**src/rtl/pattern_matching_module_if.sv**
```systemverilog
// Command/status bundle between a requester and the pattern matcher.
// The requester holds DATA_VALID with the command until READY_STATUS rises.
interface pattern_matching_module_if;
  logic [63:0] INP_DATA;
  logic [15:0] INP_CONTROL;
  logic        DATA_VALID;
  logic        READY_STATUS;
  logic        ACCEPTED_STATUS;

  modport master (
    output INP_DATA, INP_CONTROL, DATA_VALID,
    input  READY_STATUS, ACCEPTED_STATUS
  );

  modport slave (
    input  INP_DATA, INP_CONTROL, DATA_VALID,
    output READY_STATUS, ACCEPTED_STATUS
  );
endinterface

```
**src/rtl/pattern_matching_module.sv**
```systemverilog
// Streaming byte pattern matcher: loads up to a 16-byte pattern, then scans
// 64-bit data words one byte per cycle against a 16-byte sliding history.
module pattern_matching_module (
  input  logic                       clk,
  input  logic                       reset,
  pattern_matching_module_if.slave   bus
);
  typedef enum logic [1:0] {IDLE, BUSY, DONE} state_t;

  localparam logic [1:0] OP_NOP   = 2'b00;
  localparam logic [1:0] OP_LOAD  = 2'b01;
  localparam logic [1:0] OP_MATCH = 2'b10;
  localparam logic [1:0] OP_CLEAR = 2'b11;

  state_t      state_reg, state_next;
  logic [63:0] data_reg;
  logic [1:0]  op_reg;
  logic        first_reg;
  logic [2:0]  last_idx_reg;
  logic [2:0]  idx_reg, idx_next;
  logic        ready_reg, ready_next;
  logic        accepted_reg;
  logic [4:0]  pat_len_reg;
  logic [4:0]  seen_reg;
  logic [7:0]  pat_reg  [16];
  logic [7:0]  hist_reg [16];

  logic [7:0]  cur_byte;
  logic        restart;
  logic [4:0]  len_base;
  logic [4:0]  seen_base;
  logic [4:0]  seen_new;
  logic [7:0]  hist_new [16];
  logic [3:0]  cmp_idx  [16];
  logic [15:0] byte_eq;
  logic        match_hit;
  logic [3:0]  cnt_in;
  logic [2:0]  last_idx_in;
  logic        unused_ctrl;

  assign bus.READY_STATUS    = ready_reg;
  assign bus.ACCEPTED_STATUS = accepted_reg;

  assign cnt_in      = bus.INP_CONTROL[3:0];
  assign last_idx_in = (cnt_in == 4'd0 || cnt_in > 4'd8) ? 3'd7 : 3'(cnt_in - 4'd1);
  assign unused_ctrl = ^bus.INP_CONTROL[13:5];

  assign cur_byte  = data_reg[{idx_reg, 3'b000} +: 8];
  // FIRST-flagged commands reset their context right before byte 0 is used.
  assign restart   = first_reg && (idx_reg == 3'd0);
  assign len_base  = restart ? 5'd0 : pat_len_reg;
  assign seen_base = restart ? 5'd0 : seen_reg;
  assign seen_new  = (seen_base == 5'd16) ? 5'd16 : seen_base + 5'd1;

  // hist_new[0] is the newest byte; pattern byte j lines up with hist_new[L-1-j].
  genvar gi;
  generate
    for (gi = 0; gi < 16; gi++) begin : g_hist
      if (gi == 0) begin : g_head
        assign hist_new[gi] = cur_byte;
      end else begin : g_tail
        assign hist_new[gi] = restart ? 8'h00 : hist_reg[gi-1];
      end
      assign cmp_idx[gi] = 4'(pat_len_reg - 5'd1 - 5'(gi));
      assign byte_eq[gi] = (5'(gi) >= pat_len_reg) || (pat_reg[gi] == hist_new[cmp_idx[gi]]);
    end
  endgenerate

  assign match_hit = (pat_len_reg != 5'd0) && (seen_new >= pat_len_reg) && (&byte_eq);

  always_comb begin
    state_next = state_reg;
    idx_next   = idx_reg;
    ready_next = 1'b0;
    case (state_reg)
      IDLE: begin
        idx_next = 3'd0;
        if (bus.DATA_VALID) state_next = BUSY;
      end
      BUSY: begin
        if (op_reg == OP_NOP || op_reg == OP_CLEAR || idx_reg == last_idx_reg)
          state_next = DONE;
        else
          idx_next = idx_reg + 3'd1;
      end
      DONE: begin
        if (bus.DATA_VALID) ready_next = 1'b1;
        else                state_next = IDLE;
      end
      default: state_next = IDLE;
    endcase
  end

  always_ff @(posedge clk) begin
    if (reset) begin
      state_reg    <= IDLE;
      idx_reg      <= 3'd0;
      ready_reg    <= 1'b0;
      accepted_reg <= 1'b0;
      pat_len_reg  <= 5'd0;
      seen_reg     <= 5'd0;
      data_reg     <= 64'd0;
      op_reg       <= OP_NOP;
      first_reg    <= 1'b0;
      last_idx_reg <= 3'd0;
      for (int i = 0; i < 16; i++) begin
        pat_reg[i]  <= 8'h00;
        hist_reg[i] <= 8'h00;
      end
    end else begin
      state_reg <= state_next;
      idx_reg   <= idx_next;
      ready_reg <= ready_next;

      if (state_reg == IDLE && bus.DATA_VALID) begin
        data_reg     <= bus.INP_DATA;
        op_reg       <= bus.INP_CONTROL[15:14];
        first_reg    <= bus.INP_CONTROL[4];
        last_idx_reg <= last_idx_in;
      end

      if (state_reg == BUSY) begin
        case (op_reg)
          OP_LOAD: begin
            if (restart) begin
              for (int i = 0; i < 16; i++) hist_reg[i] <= 8'h00;
              seen_reg     <= 5'd0;
              accepted_reg <= 1'b0;
            end
            // Bytes past a full 16-byte pattern are dropped.
            if (len_base < 5'd16) begin
              pat_reg[len_base[3:0]] <= cur_byte;
              pat_len_reg            <= len_base + 5'd1;
            end else begin
              pat_len_reg <= len_base;
            end
          end
          OP_MATCH: begin
            for (int i = 0; i < 16; i++) hist_reg[i] <= hist_new[i];
            seen_reg     <= seen_new;
            accepted_reg <= match_hit | (accepted_reg & ~restart);
          end
          OP_CLEAR: begin
            for (int i = 0; i < 16; i++) hist_reg[i] <= 8'h00;
            seen_reg     <= 5'd0;
            pat_len_reg  <= 5'd0;
            accepted_reg <= 1'b0;
          end
          default: ;
        endcase
      end
    end
  end
endmodule

```
**src/flat_wrapper.sv**
```systemverilog
// flat-port wrapper written by rule: the top's interface ports become plain ports
module pattern_matching_module_flat 
  (clk, reset, bus_INP_DATA, bus_INP_CONTROL, bus_DATA_VALID, bus_READY_STATUS, bus_ACCEPTED_STATUS);
  pattern_matching_module_if bus_i ();
  input  logic clk;
  input  logic reset;
  input wire logic [$bits(bus_i.INP_DATA)-1:0] bus_INP_DATA;
  input wire logic [$bits(bus_i.INP_CONTROL)-1:0] bus_INP_CONTROL;
  input wire logic [$bits(bus_i.DATA_VALID)-1:0] bus_DATA_VALID;
  output wire logic [$bits(bus_i.READY_STATUS)-1:0] bus_READY_STATUS;
  output wire logic [$bits(bus_i.ACCEPTED_STATUS)-1:0] bus_ACCEPTED_STATUS;
  assign bus_i.INP_DATA = bus_INP_DATA;
  assign bus_i.INP_CONTROL = bus_INP_CONTROL;
  assign bus_i.DATA_VALID = bus_DATA_VALID;
  assign bus_READY_STATUS = bus_i.READY_STATUS;
  assign bus_ACCEPTED_STATUS = bus_i.ACCEPTED_STATUS;
  pattern_matching_module u_core (.clk(clk), .reset(reset), .bus(bus_i));
endmodule
```
**config.mk**
```make
export PLATFORM = sky130hd
export DESIGN_NAME = pattern_matching_module_flat
export DESIGN_NICKNAME = d
export VERILOG_FILES = /design/src/rtl/pattern_matching_module_if.sv /design/src/rtl/pattern_matching_module.sv /design/src/flat_wrapper.sv
export SDC_FILE = /design/constraint.sdc
export NUM_CORES = 1
export LEC_CHECK = 0
export CORE_UTILIZATION = 26
export CTS_CLUSTER_DIAMETER = 40
export DETAILED_ROUTE_END_ITERATION = 8
export HOLD_SLACK_MARGIN = 0.15
export PLACE_DENSITY_LB_ADDON = 0.2
export SETUP_SLACK_MARGIN = 0.4
export SYNTH_ARGS = -nofsm -noshare
export SYNTH_HDL_FRONTEND = slang
export SYNTH_SLANG_ARGS = --single-unit
```
**constraint.sdc**
```tcl
create_clock -name clk -period 7.7 [get_ports clk]
set_clock_uncertainty 0.15 [all_clocks]
set_input_delay 1.54 -clock clk [delete_from_list [all_inputs] [get_ports clk]]
set_output_delay 1.54 -clock clk [all_outputs]
set_load 0.005 [all_outputs]
```
# Word level (Yosys, flattened, before mapping)
# Memories as Yosys holds them, arrays and structs flattened.
# Cells that the tools add are included.
# Widths: inputs -> output; s select.
[classes] order_cmp=35 n_reduce_logical=39 eq_ne=28 shifts=1 n_addsub=20 n_mux=150 n_bitwise=68
[ops] cell="$mux 8" count=96
[ops] cell="$bmux 8 s4" count=16
[ops] cell="$eq 8x8->1" count=16
[ops] cell="$ge 5x5->1 const B" count=16
[ops] cell="$not 4->5" count=16
[ops] cell="$shiftx 64x7->8" count=1
[ops] cell="$or 1x1->1" count=49
[ops] cell="$ge 4x5->1 const A" count=8
[ops] cell="$sub 4x4->4 const B" count=8
[ops] cell="$mux 1" count=23
[ops] cell="$ge 3x5->1 const A" count=4
[ops] cell="$mux 5" count=4
[ops] cell="$logic_or 1x1->1" count=19
[ops] cell="$reduce_and 16->1" count=1
[ops] cell="$sub 4x3->4 const B" count=4
[ops] cell="$pmux 5 s3" count=1
[ops] cell="$add 5x1->5 const B" count=2
[ops] cell="$ge 1x5->1 const A" count=2
[ops] cell="$ge 2x5->1 const A" count=2
[ops] cell="$pmux 5 s2" count=1
[ops] cell="$reduce_or 8->1" count=1
[ops] cell="$sub 4x1->4 const B" count=2
[ops] cell="$sub 4x2->4 const B" count=2
[ops] cell="$eq 2x2->1 const B" count=3
[ops] cell="other kinds (28)" count=44
[word_totals] input_bits=83 word_cells=353 out_inout_bits=2 memories=2 register_bits=87 mem_bits_rw=256
[mem_list] name="u_core.hist_reg" words=16 width=8 rd=15 rd_clocked_by_memory_dff=0 write_ports=16 line_no="pattern_matching_module.sv:26" text="logic [7:0] hist_reg [16];"
[mem_list] name="u_core.pat_reg" words=16 width=8 rd=16 rd_clocked_by_memory_dff=0 write_ports=16 line_no="pattern_matching_module.sv:25" text="logic [7:0] pat_reg [16];"

# Logic depth before layout (Yosys ltp)
[logic_depth] word_depth=12 ltp_mapped=30 depth_no_buf=21

# Worst setup path after synthesis
# No wires, ideal clock.
[synth_timing] path_kind="register to register" from="reg u_core.idx_reg[0]" to="reg u_core.accepted_reg, in the netlist u_core.bus.ACCEPTED_STATUS" path_slack_ns=2.603 required_time_ns=7.466 n_path_buf=9 setup_time_ns=0.084 stages_incl_launch_ff=31 arrival_time_ns=4.862 path_cell_list="dfxtp_1 -> buf_4 -> buf_4 -> inv_1 -> ha_1 -> nand3b_1 -> buf_4 -> buf_2 -> buf_2 -> buf_2 -> buf_2 -> clkbuf_1 -> clkbuf_1 -> nand2_1 -> ha_1 -> nand2_1 -> nor3_1 -> o21ai_0 -> inv_1 -> ha_1 -> nand2b_1 -> a21o_1 -> a21o_1 -> a21o_1 -> a21oi_1 -> a311oi_1 -> o2111ai_1 -> nor4_1 -> o2111ai_1 -> nand4bb_1 -> o31ai_2"
[synth_via] elab_chain_cells=12 elab_cells_between_ends=112 classes_between="add/sub: 1; order compare: 1; eq/ne: 18; shift: 1; mux: 66; bitwise: 3; reduce/logical: 22"
[synth_lines] element="start, declared" line_no="pattern_matching_module.sv:20" text="logic [2:0] idx_reg, idx_next;"
[synth_lines] element="start signal, assigned" line_no="pattern_matching_module.sv:112" text="idx_reg <= idx_next;"
[synth_lines] element="branches (longest 12 deep; another with $shiftx 64x7->8)"
[synth_lines] element="end signal, assigned" line_no="pattern_matching_module.sv:141" text="accepted_reg <= match_hit | (accepted_reg & ~restart);"
[synth_lines] element="end, declared" line_no="pattern_matching_module.sv:22" text="logic accepted_reg;"
# Several ways; the timed one is not identified. The select of a mux whose other input is x is not followed.
# A chain may end at the register's enable or synchronous reset.

# Worst setup path after layout
[layout_timing] from="reg u_core.pat_len_reg[0]" to="reg u_core.accepted_reg, in the netlist u_core.bus.ACCEPTED_STATUS"
[layout_via] elab_chain_cells=12 elab_cells_between_ends=135 classes_between="add/sub: 16; order compare: 17; eq/ne: 16; mux: 49; bitwise: 17; reduce/logical: 20"
[layout_lines] element="start, declared" line_no="pattern_matching_module.sv:23" text="logic [4:0] pat_len_reg;"
[layout_lines] element="start signal, assigned" line_no="pattern_matching_module.sv:133" text="pat_len_reg <= len_base + 5'd1;"
[layout_lines] element="start signal, assigned" line_no="pattern_matching_module.sv:135" text="pat_len_reg <= len_base;"
[layout_lines] element="$sub 4x1->4" line_no="pattern_matching_module.sv:64" text="assign cmp_idx[gi] = 4'(pat_len_reg - 5'd1 - 5'(gi));"
[layout_lines] element="$sub 4x1->4, or another cell as far along" line_no="pattern_matching_module.sv:64"
[layout_lines] element="$not 4->5 (not written as such)" line_no="pattern_matching_module.sv:65" text="assign byte_eq[gi] = (5'(gi) >= pat_len_reg) || (pat_reg[gi] == hist_new[cmp_idx[gi]]);"
[layout_lines] element="$bmux 8 s4" line_no="pattern_matching_module.sv:65"
[layout_lines] element="$mux 8 (not written as such) (2 in a row)" line_no="pattern_matching_module.sv:65"
[layout_lines] element="$eq 8x8->1" line_no="pattern_matching_module.sv:65"
[layout_lines] element="$logic_or 1x1->1" line_no="pattern_matching_module.sv:65"
[layout_lines] element="$reduce_and 16->1" line_no="pattern_matching_module.sv:69" text="assign match_hit = (pat_len_reg != 5'd0) && (seen_new >= pat_len_reg) && (&byte_eq);"
[layout_lines] element="$logic_and 1x1->1 *" line_no="pattern_matching_module.sv:69"
[layout_lines] element="$or 1x1->1 *" line_no="pattern_matching_module.sv:141"
[layout_lines] element="$pmux 1 s3 *" line_no="pattern_matching_module.sv:123" text="case (op_reg)"
# Every way passes the cells marked *; elsewhere a longest branch is shown, timed or not. The select of a mux whose other input is x is not followed.

==> flow_metrics.py <==
metrics = {
    "outcome": {
        "status": "completed",
    },
    "sta": {
        "hold_viol": 0,
        "rsz0062_at_grt": "no",
        "tightest_slew_ps": 1270,
        "fin_tns_setup_ps": 0,
        "period_share_pct": 78.1,
        "fin_crit_ps": 6010,
        "slew-limit-headroom_pct": 15.5,
        "drv_slew": 0,
        "setup_viol": 0,
        "fmax_mhz": 166,
        "worst_slack_ps": 1690,
    },
    "cts": {
        "cts_setup_buffers": 0,
        "cts_tree": "built",
        "clock-sinks": 335,
        "cts.path.max_buffers": 3,
        "cts_buffers": 60,
        "path_clk_slew_ps": 50,
        "hold_buffers": 0,
        "clock_tree.root_cell": "clkbuf_16",
        "cts_resized": 0,
        "htree_levels": 2,
        "clock_latency_ps": 640,
    },
    "global_route": {
        "grt_use_total_pct": 20.9,
        "grt_max_degree": 90,
        "antenna_found_initial": 5,
        "grt_first_pass_wirelength_mm": 139,
        "grt_pass1_vias": 20035,
        "gr-total-overflow": 0,
    },
    "power": {
        "p_switching_uw": 1540,
        "swShare_pct": 28.2,
        "p_per_area_mw_per_mm2": 203,
        "p_leak_uw": 0.00921,
        "p_clk_share_pct": 50.6,
        "ir_drop_mv": 0.166,
        "seqPwrFrac_pct": 36.8,
        "combPwrFrac_pct": 12.6,
        "p_int_uw": 3910,
    },
    "floorplan": {
        "die_h_um": 299,
        "pin_count": 85,
        "die_w_um": 299,
        "coreArea_sq_mm": 0.0870,
        "rows": 108,
        "die_area_sq_mm": 0.0893,
        "initial_utilization_pct": 26.3,
    },
    "routing": {
        "routed_via_density": 5.60,
        "dr_wl_met2_mm": 44.1,
        "routedWlPerCell_um": 25.6,
        "ant_nets": 0,
        "wl_mm": 96.4,
        "m1WireLength_mm": 41.4,
        "wl_met3_mm": 7.17,
        "route.vias.total": 21074,
        "top_layer": "met4",
        "drt_iter0_drc": 2227,
        "drc_errors": 0,
        "first_pass_iters": 6,
    },
    "setup_path": {
        "crit_chain": "inv_2 -> ha_4 -> and2_1 -> a221oi_1 -> nor3_2 -> nand2_1 -> o32ai_1 -> xor2_1 -> nor4_1 -> a41oi_1 -> a2111oi_0 -> buf_4 -> nand4bb_1 -> o31ai_2",
        "cp_num_buf_inv": 2,
        "critPathCaptureType": "flip-flop",
        "slowest_delay_ps": 820,
        "path_delay_family": "simple AND/OR/NAND/NOR gates",
        "critPathRequiredTime_ps": 8090,
        "startpoint_type": "flip-flop",
        "cp_max_fo": 48,
        "arrival_ps": 6400,
        "cp_slowest_cell": "ha_4",
        "critPathKind": "reg2reg",
    },
    "place": {
        "post-place-ws_ps": 1830,
        "dp_hpwl_mm": 71.2,
        "port_buffers": 75,
        "placed_cells": 3647,
        "gp_congestion": 0.963,
        "placedInstanceArea_sq_mm": 0.0248,
    },
    "final_layout": {
        "regArea_sq_mm": 0.00855,
        "synthToLayoutAreaGrowth_pct": 17.4,
        "layout.cells.non_filler": 3762,
        "multi_input_area_sq_mm": 0.0134,
        "fin_area_sq_mm": 0.0269,
        "fillerInstances": 9125,
        "drive_gt1_share_pct": 12.9,
        "largest_reg_flops": 128,
        "final_nets": 2659,
        "post-route-util_pct": 30.9,
    },
    "yosys": {
        "synth_top_area_cell": "edfxtp_1",
        "synth_ff_type": "edfxtp_1",
        "synth_area_leaders": "edfxtp_1 24%, dfxtp_1 13%, mux4_2 6.0%",
        "synth_cell_types": 90,
        "syn-num-nets": 2655,
        "syn_area_per_cell_sq_um": 8.99,
        "ys_seq_area_share_pct": 37.3,
        "ys_ff_latch": 335,
        "synth-edff-count": 184,
        "synth.top_cell.area_share_pct": 24.1,
        "netlist_area_sq_mm": 0.0229,
        "async_flop_share_pct": 0,
        "netlist_instances": 2550,
        "yosysWarnings": 0,
    },
    "worst_hold_path": {
        "hold_path_class": "reg2reg",
    },
    "job": {
        "maxCapViolations": 0,
    },
}
## tightest hold or removal path, cell delays in order, from the launching register on
cell	delay (ps)
dfxtp_1	300
nand2_1	50
a21oi_1	50
## final cells by class
type / instances / share of cell area (%)
antenna: 1 / 0.00930
clock buffer: 73 / 6.23
clock inverter: 41 / 1.65
inverter: 36 / 0.502
multi-input combinational: 1983 / 49.8
sequential: 335 / 31.8
tap: 1155 / 5.37
timing repair buffer: 138 / 4.63
## final timing paths
path | endpoint | from | slack, ps | cells after the start
min reg2reg | u_core.data_reg[33] | u_core.data_reg[33] | 300 | 2
max | u_core.bus.ACCEPTED_STATUS | u_core.pat_len_reg[0] | 1690 | 14
min | u_core.data_reg[33] | u_core.data_reg[33] | 300 | 2
max reg2reg | u_core.bus.ACCEPTED_STATUS | u_core.pat_len_reg[0] | 1690 | 14
## power groups by stage
stage	sequential, uW	combinational, uW	clock [uW]
final	2000	686	2760
after global placement	2040	672	0
after detailed placement	2040	677	0
after CTS	2000	680	2810
after floorplan	2020	432	0
after global routing	2010	735	2880
## metrics by stage
step | total power (uW) | hold WS [ps]
final | 5450 | 303
after detailed placement | 2720 | 296
after global routing | 5630 | 318
after CTS | 5490 | 304
after global placement | 2710 | 294
after floorplan | 2450 | 283
## placed cells by master, fill, tap and decap left out, types with 17 or more instances in the layout
cell / count
nand2b_1: 29
buf_4: 62
a21oi_1: 169
dfxtp_1: 148
o211ai_1: 23
mux2_2: 67
a22o_1: 45
edfxtp_1: 184
ha_1: 21
a22oi_1: 61
nor4_1: 31
and2_1: 80
clkbuf_16: 65
nand3_1: 63
xnor2_1: 55
a211oi_1: 32
a31oi_1: 29
nor2_1: 292
o22ai_1: 32
nand2_1: 309
a221oi_1: 19
o21ai_0: 68
xor2_1: 62
o31ai_1: 21
inv_1: 30
mux4_2: 61
and3_1: 25
nor3_1: 58
clkdlybuf4s50_1: 74
or3_1: 17
mux2i_1: 85
## layer usage
| metal | up-vias | GRT usage [%] |
|---|---|---|
| met5 | - | 0 |
| met4 | 0 | 7.58 |
| met3 | 181 | 3.89 |
| met2 | 953 | 33.7 |
| met1 | 10425 | 27.9 |
| li1 | 9515 | - |
## cells by family (layout without fill, tap and decap cells)
group | after synthesis | after routing | share of synthesized area [%]
simple gates | 985 | 985 | 20.0
compound gates | 641 | 641 | 19.2
flops | 335 | 335 | 37.3
buf+inv | 232 | 288 | 4.51
mux | 213 | 213 | 13.0
xor+xnor | 121 | 121 | 4.78
fa+ha+maj | 23 | 23 | 1.25
other cells | 0 | 1 | 0
## cell usage after synthesis (all sizes together), types with 29 or more instances
cell    instances
mux2i          85
o22ai          32
mux2           67
nand2         311
nor4           32
xor2           63
nor2          292
a211oi         32
edfxtp        184
inv            33
nand3          63
a31oi          29
dfxtp         151
a21oi         170
and2           83
mux4           61
a22oi          61
o21ai          71
nand2b         29
nor3           59
buf            93
a22o           45
clkbuf        103
xnor2          56
No activity file was read; power rests on OpenSTA's default activity.
